===== src/rtl/vector_sequencer.sv =====
// Queued command initiator for the vector processor: pops instructions in FIFO order
// and drives the processor control pins for a fixed hold time, followed by a one-cycle gap.
module vector_sequencer #(
  parameter int DEPTH      = 4,
  parameter int MEM_CYCLES = 2,
  parameter int ALU_CYCLES = 1,
  parameter int ADDR_W     = 9
) (
  input  logic              clk,
  input  logic              rst,
  input  logic              instr_valid,
  input  logic [ADDR_W+2:0] instr,
  output logic              instr_ready,
  output logic [ADDR_W-1:0] proc_address,
  output logic              proc_we,
  output logic              proc_op_enable,
  output logic              proc_op,
  output logic              proc_select_register,
  output logic              busy,
  output logic              done,
  output logic [15:0]       retired_count
);

  localparam int PTR_W    = $clog2(DEPTH);
  localparam int INSTR_W  = ADDR_W + 3;
  localparam int MAX_HOLD = (MEM_CYCLES > ALU_CYCLES) ? MEM_CYCLES : ALU_CYCLES;
  localparam int CNT_W    = (MAX_HOLD > 1) ? $clog2(MAX_HOLD) : 1;
  localparam logic [PTR_W:0] FULL_COUNT = (PTR_W + 1)'(DEPTH);

  typedef enum logic [1:0] {IDLE, EXEC, GAP} state_t;

  logic [INSTR_W-1:0] queue_mem [DEPTH];
  logic [PTR_W-1:0]   wr_ptr;
  logic [PTR_W-1:0]   rd_ptr;
  logic [PTR_W:0]     count;
  logic [PTR_W:0]     count_next;
  state_t             state;
  logic [CNT_W-1:0]   hold_cnt;

  logic               push;
  logic               pop;
  logic [INSTR_W-1:0] head;
  logic [1:0]         head_opc;
  logic               head_sel;
  logic [ADDR_W-1:0]  head_addr;
  logic [CNT_W-1:0]   head_hold;

  // Ready depends on occupancy alone, so a full queue never accepts even when popping.
  assign instr_ready = (count != FULL_COUNT);
  assign push        = instr_valid & instr_ready;
  assign pop         = ((state == IDLE) || (state == GAP)) && (count != '0);

  assign head      = queue_mem[rd_ptr];
  assign head_opc  = head[INSTR_W-1 -: 2];
  assign head_sel  = head[ADDR_W];
  assign head_addr = head[ADDR_W-1:0];
  assign head_hold = head_opc[1] ? CNT_W'(ALU_CYCLES - 1) : CNT_W'(MEM_CYCLES - 1);

  always_comb begin
    count_next = count;
    case ({push, pop})
      2'b10:   count_next = count + 1'b1;
      2'b01:   count_next = count - 1'b1;
      default: count_next = count;
    endcase
  end

  // Storage carries no reset; the pointers alone define which entries are live.
  always_ff @(posedge clk) begin
    if (push) begin
      queue_mem[wr_ptr] <= instr;
    end
  end

  always_ff @(posedge clk) begin
    if (rst) begin
      state                <= IDLE;
      wr_ptr               <= '0;
      rd_ptr               <= '0;
      count                <= '0;
      hold_cnt             <= '0;
      proc_address         <= '0;
      proc_we              <= 1'b0;
      proc_op_enable       <= 1'b0;
      proc_op              <= 1'b0;
      proc_select_register <= 1'b0;
      busy                 <= 1'b0;
      done                 <= 1'b0;
      retired_count        <= '0;
    end else begin
      if (push) begin
        wr_ptr <= wr_ptr + PTR_W'(1);
      end
      if (pop) begin
        rd_ptr <= rd_ptr + PTR_W'(1);
      end
      count <= count_next;
      done  <= 1'b0;
      busy  <= (count_next != '0) || (state == EXEC) || pop;

      case (state)
        IDLE, GAP: begin
          if (pop) begin
            proc_we              <= (head_opc == 2'b01);
            proc_op_enable       <= head_opc[1];
            proc_op              <= (head_opc == 2'b11);
            proc_address         <= head_opc[1] ? '0 : head_addr;
            proc_select_register <= head_opc[1] ? 1'b0 : head_sel;
            hold_cnt             <= head_hold;
            state                <= EXEC;
          end else begin
            state <= IDLE;
          end
        end
        EXEC: begin
          if (hold_cnt != '0) begin
            hold_cnt <= hold_cnt - 1'b1;
          end else begin
            proc_we              <= 1'b0;
            proc_op_enable       <= 1'b0;
            proc_op              <= 1'b0;
            proc_address         <= '0;
            proc_select_register <= 1'b0;
            done                 <= 1'b1;
            retired_count        <= retired_count + 16'd1;
            state                <= GAP;
          end
        end
        default: state <= IDLE;
      endcase
    end
  end

endmodule


===== config.mk =====
export PLATFORM = sky130hd
export DESIGN_NAME = vector_sequencer
export DESIGN_NICKNAME = d
export VERILOG_FILES = /design/src/rtl/vector_sequencer.sv
export SDC_FILE = /design/constraint.sdc
export NUM_CORES = 1
export LEC_CHECK = 0
export ABC_AREA = 1
export BUFFER_PORTS_ARGS = -buffer_cell sky130_fd_sc_hd__buf_2
export CAP_MARGIN = 20
export CORE_MARGIN = 2
export CORE_UTILIZATION = 50
export DETAILED_ROUTE_END_ITERATION = 10
export GPL_TIMING_DRIVEN = 0
export PLACE_DENSITY = 0.73
export SETUP_SLACK_MARGIN = 0.4
export SLEW_MARGIN = 20
export SYNTH_ARGS = -nofsm -noshare
export SYNTH_HDL_FRONTEND = slang
export SYNTH_SLANG_ARGS = --single-unit

===== constraint.sdc =====
create_clock -name clk -period 1.8 [get_ports clk]
set_input_delay 0.45 -clock clk [delete_from_list [all_inputs] [get_ports clk]]
set_output_delay 0.45 -clock clk [all_outputs]
set_load 0.1 [all_outputs]

==> impl_metrics.csv, run 1 <==
group,metric,value,unit
detailed_routing,ant_nets,0,
setup_path,critPathCaptureType,"flop",
timing,setup_viol,2,
timing,fin_crit_sh,102,%
power_and_ir_drop,ir_drop,0.748,mV
setup_path,r2r_slack,-30,ps
place,port_buffers,45,
run_status,status,"finished with violations",
detailed_routing,drtIter0Drc,148,
hold_path,worstHoldPathType,"input port to flop",
global_route,grt_use_total,21.0,%
floorplan,ios,47,
global_route,grt_pass1_vias,2879,
timing,slew_violations,0,
run_status,failed_checks,"setup timing",
detailed_routing,drt-vias-per-instance,5.04,
place,place.gp.congestion,0.797,
setup_path,path_max_fanout,3,
setup_path,r2r_end,"busy",
global_route,grt.overflow.total,0,
synthesis,synth_cells,418,
synthesis,synth-seq-cells,91,
detailed_routing,wl_met2,5.01,mm
floorplan,initial_core_util,50.9,%
power_and_ir_drop,p_leak,0.00234,uW
detailed_routing,drc_errors,0,
cells_and_area,drive_gt1_share,42.1,%
cts,clockBufferDepth,2,
cts,root_buffer,"clkbuf_8",
cts,clock_latency,360,ps
synthesis,syn-num-nets,440,
place,dpl_cell_area,4330,um^2
detailed_routing,dr_wl_met3,344,um
setup_path,crit_path_start_kind,"flop",
cts,clock-sinks,91,
setup_path,endpoint,"busy",
global_route,grt_max_degree,18,
synthesis,synth.distinct_cells,31,
timing,tightest_slew,536,ps
timing,final-hold-violation-count,0,
place,preCtsSetupSlack,-155,ps
cells_and_area,nNetsFinal,528,
detailed_routing,drtPass1Iterations,4,
detailed_routing,wl_per_cell,15.3,um
cts,holdBufCountCts,0,
synthesis,avgSynthCellArea,9.26,um^2
timing,slew_headroom,64.3,%
place,dpl.hpwl,5.10,mm
floorplan,die_y,92.0,um
timing,rsz0062_at_grt,"yes",
power_and_ir_drop,p_total,9260,uW
timing,finClkSkew,9.19,ps
cells_and_area,fin_area,5700,um^2
global_route,grt_first_pass_wirelength,13.8,mm
detailed_routing,drt-total-wl,9.38,mm
cts,cts_tree,"built",
setup_path,r2r_cells,11,
timing,fmax,0.546,GHz
floorplan,fp.coreArea,7610,um^2
floorplan,die-area,8460,um^2
setup_path,setup.worst_path.start,"count[0]",
cts,cts_max_level,3,
timing,finalWorstSetupSlack,-32.2,ps
cts,cts.clk_slew.worst_paths,100,ps
floorplan,fp.dieW,92.0,um
synthesis,syn_area,3870,um^2
synthesis,ys_seq_area_share,59.5,%
synthesis,yosys_warnings,0,
setup_path,r2r_start,"count[0]",
setup_path,cp.arrival,2090,ps
detailed_routing,wl_met1,3.85,mm
cts,numCtsBuffers,9,
power_and_ir_drop,cellPowerDensity,1620,nW/um^2
setup_path,worstPathRequired,2050,ps
cells_and_area,num_antenna_cells,0,
setup_path,critPathKind,"flop to flop",
global_route,antenna_found_initial,0,
timing,period_minus_slack,1830,ps
floorplan,rows,32,
detailed_routing,vias,3087,
cells_and_area,syn_to_final_growth,47.2,%
detailed_routing,top_layer_used,"met4",
flow_run,drv_cap,0,
==> final cells by class <==
type | count | area [um^2]
inverter | 50 | 208
buffer | 15 | 138
fill | 472 | 1910
timing repair buffer | 77 | 1090
tap | 102 | 128
multi-input combinational | 262 | 1520
clock buffer | 9 | 124
sequential | 91 | 2380
clock inverter | 7 | 104
==> layer usage <==
metal / track usage [%] / up-vias
li1: - / 1534
met1: 25.1 / 1457
met2: 37.1 / 79
met3: 3.70 / 17
met4: 9.70 / 0
met5: 0 / -
==> worst min path at each step <==
| stage | start | endpoint | slack (ps) | cells after the start |
|---|---|---|---|---|
| after floorplan | rd_ptr[1] | flop | 440 | 2 |
| after global placement | retired_count[4] | retired_count[4] | 440 | 1 |
| after detailed placement | retired_count[4] | retired_count[4] | 450 | 1 |
| after CTS | instr[4] | queue_mem[1][4] | 290 | 1 |
| after global routing | instr[6] | queue_mem[0][6] | 290 | 1 |
| final | instr[4] | queue_mem[1][4] | 300 | 1 |
==> placed cells by master (no fill, tap or decap), types with 4 or more instances in the layout <==
master,instances
nand2_2,12
nand2_1,83
buf_4,15
xor2_1,4
nor2_4,9
nor2_1,43
nand3_2,4
inv_1,31
nand4_1,4
inv_6,5
nor2_2,4
a21oi_1,15
dfxtp_2,18
o21ai_0,17
clkbuf_8,9
nand3_1,14
buf_2,18
inv_4,5
nand2_4,8
edfxtp_1,48
dfxtp_1,9
buf_12,39
o21ai_2,6
o21ai_1,19
ha_1,4
inv_2,13
dfxtp_4,16
buf_6,12
==> state kept, by name (all words and copies together), names as in the netlist, 2 cells and up, named ones only <==
name           count
wr_ptr             2
proc_address       9
retired_count     16
rd_ptr             2
queue_mem         48
count              3
state              2
==> report_power, final <==
group / internal (uW) / total [uW] / switching (uW) / leakage [uW]
Sequential: 2530 / 2800 / 272 / 0.000811
Clock: 808 / 1590 / 779 / 0.000116
Combinational: 1990 / 4880 / 2890 / 0.00141
==> metrics by stage <==
stage                     TNS (ps)  hold WS (ps)  instances  utilization (%)
after floorplan               -477           436        418                -
after global placement       -4400           436        565             56.8
after detailed placement     -2610           451        565             56.9
after CTS                        0           285        598             69.1
after global routing          -237           291        613             74.9
final                        -50.6           301        613             74.9
==> critical path, stage by stage, from the launching register on <==
cell and delay (ps):
dfxtp_2 350, inv_4 80, nand3_4 110, nand2_8 90, ha_4 140, inv_4 40
fa_2 330, nand2_1 80, nand2_1 70, nor2_2 110, xor2_1 210, a21oi_1 100
==> repair_timing <==
action / 4_1_cts / 5_1_grt
setup buffers: 17 / 10
endpoints found under the setup margin: 85 / 63
gates cloned: 0 / 5
pin swaps: 15 / 24
resized for setup: 153 / 85
==> kinds of logic after synthesis <==
kind of cell,share of synthesized area [%]
and+or+nand+nor,21.4
adders and majority gates,2.46
buffers and inverters,7.40
xor gates and xnor gates,0.905
AOI/OAI and AO/OA,8.43
DFF,59.5
==> cell usage after synthesis <==
library cell / instances / area [um^2]
buf_2: 5 / 25.0
inv_1: 37 / 139
inv_2: 12 / 45.0
edfxtp_1: 48 / 1440
nand2_2: 2 / 12.5
a211oi_1: 1 / 7.51
nand2_4: 2 / 22.5
nor2_2: 3 / 18.8
a21oi_4: 1 / 16.3
xor2_1: 4 / 35.0
o21ai_0: 19 / 95.1
buf_6: 2 / 22.5
inv_4: 1 / 6.26
buf_1: 1 / 3.75
and3_1: 1 / 6.26
buf_4: 5 / 37.5
nand4_1: 4 / 25.0
dfxtp_1: 43 / 861
nand3_1: 19 / 95.1
nand2_1: 100 / 375
ha_1: 6 / 75.1
o21ai_1: 23 / 115
fa_1: 1 / 20.0
nor2_4: 3 / 33.8
o211ai_1: 1 / 7.51
nand3_2: 2 / 20.0
nor2_1: 50 / 188
a21oi_1: 17 / 85.1
nor3b_2: 2 / 25.0
nor3_1: 1 / 5.00
clkbuf_1: 2 / 7.51
Power figures use the tool's default switching activity.
==> run 2: changes to the inputs <==
--- a/config.mk
+++ b/config.mk
@@ -8,11 +8,13 @@
 export ABC_AREA = 1
 export BUFFER_PORTS_ARGS = -buffer_cell sky130_fd_sc_hd__buf_2
 export CAP_MARGIN = 20
+export CELL_PAD_IN_SITES_DETAIL_PLACEMENT = 1
+export CELL_PAD_IN_SITES_GLOBAL_PLACEMENT = 1
 export CORE_MARGIN = 2
-export CORE_UTILIZATION = 50
+export CORE_UTILIZATION = 25
 export DETAILED_ROUTE_END_ITERATION = 10
 export GPL_TIMING_DRIVEN = 0
-export PLACE_DENSITY = 0.73
+export PLACE_DENSITY = 0.51
 export SETUP_SLACK_MARGIN = 0.4
 export SLEW_MARGIN = 20
 export SYNTH_ARGS = -nofsm -noshare
==> impl_metrics.csv, run 2 (synthesis gave the netlist of run 1 again) <==
group,metric,value,unit
flow_run,drv_cap,0,
detailed_routing,drtPass1Iterations,4,
global_route,grt_first_pass_wirelength,15.5,mm
hold_path,worstHoldPathType,"input port to flop",
timing,tightest_slew,558,ps
floorplan,die_y,128,um
timing,whs,315,ps
detailed_routing,ant_nets,0,
timing,final-hold-violation-count,0,
cells_and_area,num_antenna_cells,0,
run_status,status,"finished clean",
global_route,grt.overflow.total,0,
global_route,grt_pass1_vias,2931,
cells_and_area,top_regs,"queue_mem: 48 flops, retired_count: 16 flops, proc_address: 9 flops",
cells_and_area,regMostFlops,"queue_mem",
cts,root_buffer,"clkbuf_16",
place,dpl.hpwl,6.58,mm
cts,cts_tree,"built",
global_route,antenna_found_initial,0,
hold_path,hp-start,"instr[10]",
timing,fmax,0.565,GHz
detailed_routing,drt-total-wl,9.86,mm
cts,cts.clk_slew.worst_paths,70,ps
power_and_ir_drop,ir_drop,0.524,mV
cells_and_area,nNetsFinal,515,
setup_path,cp.arrival,2010,ps
cts,clock-sinks,91,
detailed_routing,vias,2955,
cts,holdBufCountCts,0,
global_route,grt_use_total,12.5,%
detailed_routing,drt-vias-per-instance,4.31,
setup_path,path_cells,"inv_4 > nand3_4 > nand2_8 > ha_4 > inv_2 > fa_2 > nand2_2 > o21ai_2 > nand2_1 > nor2_1 > a21oi_1",
setup_path,critPathKind,"flop to flop",
detailed_routing,drc_errors,0,
setup_path,critPathBufInv,2,
floorplan,fp.coreArea,15100,um^2
timing,slew_headroom,62.8,%
cts,clockBufferDepth,2,
cells_and_area,final_util,36.6,%
setup_path,setup.worst_path.start,"count[0]",
floorplan,die-area,16500,um^2
power_and_ir_drop,cellPowerDensity,1590,nW/um^2
place,place_inst,651,
timing,rsz0062_at_grt,"yes",
place,port_buffers,45,
detailed_routing,drtIter0Drc,128,
floorplan,ios,47,
setup_path,critPathCaptureType,"flop",
detailed_routing,wl_per_cell,14.4,um
cells_and_area,multi_input_area,1430,um^2
cells_and_area,largest_reg_flops,48,
floorplan,initial_core_util,25.6,%
cells_and_area,fillCellCount,1668,
setup_path,path_max_fanout,3,
setup_path,crit_path_start_kind,"flop",
setup_path,slowest_stage,"fa_2",
place,place.gp.congestion,0.688,
floorplan,fp.dieW,128,um
timing,finClkSkew,8.37,ps
cts,cts_max_level,3,
setup_path,critPathTopFamily,"adder cells",
cts,numCtsBuffers,9,
setup_path,worstPathRequired,2040,ps
cells_and_area,layout_common_cells,"nand2_1, edfxtp_1, nor2_1, inv_1, buf_12",
setup_path,slowest_delay,520,ps
cells_and_area,drive_gt1_share,35.1,%
timing,fin_crit_sh,98.3,%
cells_and_area,syn_to_final_growth,43.2,%
global_route,grt_max_degree,19,
power_and_ir_drop,p_leak,0.00225,uW
timing,fin_setup_tns,0,ps
timing,period_minus_slack,1770,ps
timing,setup_viol,0,
setup_path,r2r_start,"count[0]",
cells_and_area,fin_cells,686,
cts,clock_latency,350,ps
cells_and_area,final_common_cell,"nand2_1",
power_and_ir_drop,p_total,8790,uW
cells_and_area,regArea,2370,um^2
timing,slew_violations,0,
floorplan,rows,45,
[run 2: layer usage]
layer | vias to the layer above | GRT usage [%] | routed length, um
met1 | 1391 | 15.7 | 4500
li1 | 1508 | - | -
met3 | 14 | 2.99 | 250
met5 | - | 0 | 0
met4 | 0 | 4.65 | 172
met2 | 42 | 20.8 | 4940
[run 2: worst reg2reg max path: stages (launching register included)]
cell	delay [ps]
dfxtp_2	340
inv_4	90
nand3_4	110
nand2_8	100
ha_4	120
inv_2	40
fa_2	520
nand2_2	50
o21ai_2	70
nand2_1	60
nor2_1	100
a21oi_1	70
[run 2: path summary, 6_finish.rpt]
path | slack, ps | depth (start not counted) | to
setup reg to reg | 30 | 11 | busy
hold / removal | 320 | 1 | queue_mem[2][10]
setup / recovery | 30 | 11 | busy
hold reg to reg | 470 | 1 | retired_count[4]
[run 2: metrics by stage]
stage / worst slack (ps) / instance area (um^2)
final: 30.8 / 5540
after global routing: -64.8 / 5540
after CTS: -24.4 / 5210
after detailed placement: -209 / 4440
after global placement: -272 / 4430
after floorplan: -224 / 3970
[run 2: final cells by class]
cell class	count	share of cell area [%]
clock inverters	7	1.20
clock buffers	9	4.06
flip-flops and latches	91	42.8
repair buffers	64	15.9
plain buffers	15	2.35
well taps	188	4.24
multi-input cells	262	25.8
inverters	50	3.66
[run 2: what timing repair did]
action,CTS,global route
gates cloned,0,2
gates resized for setup,130,47
setup endpoints to repair,94,80
setup buffers,5,12
pin swaps,6,11
[run 2: where the power goes]
group | switching (uW) | internal [uW] | total, uW
clock network | 908 | 974 | 1880
registers | 248 | 2530 | 2780
logic | 2590 | 1540 | 4130
total | 3740 | 5050 | 8790
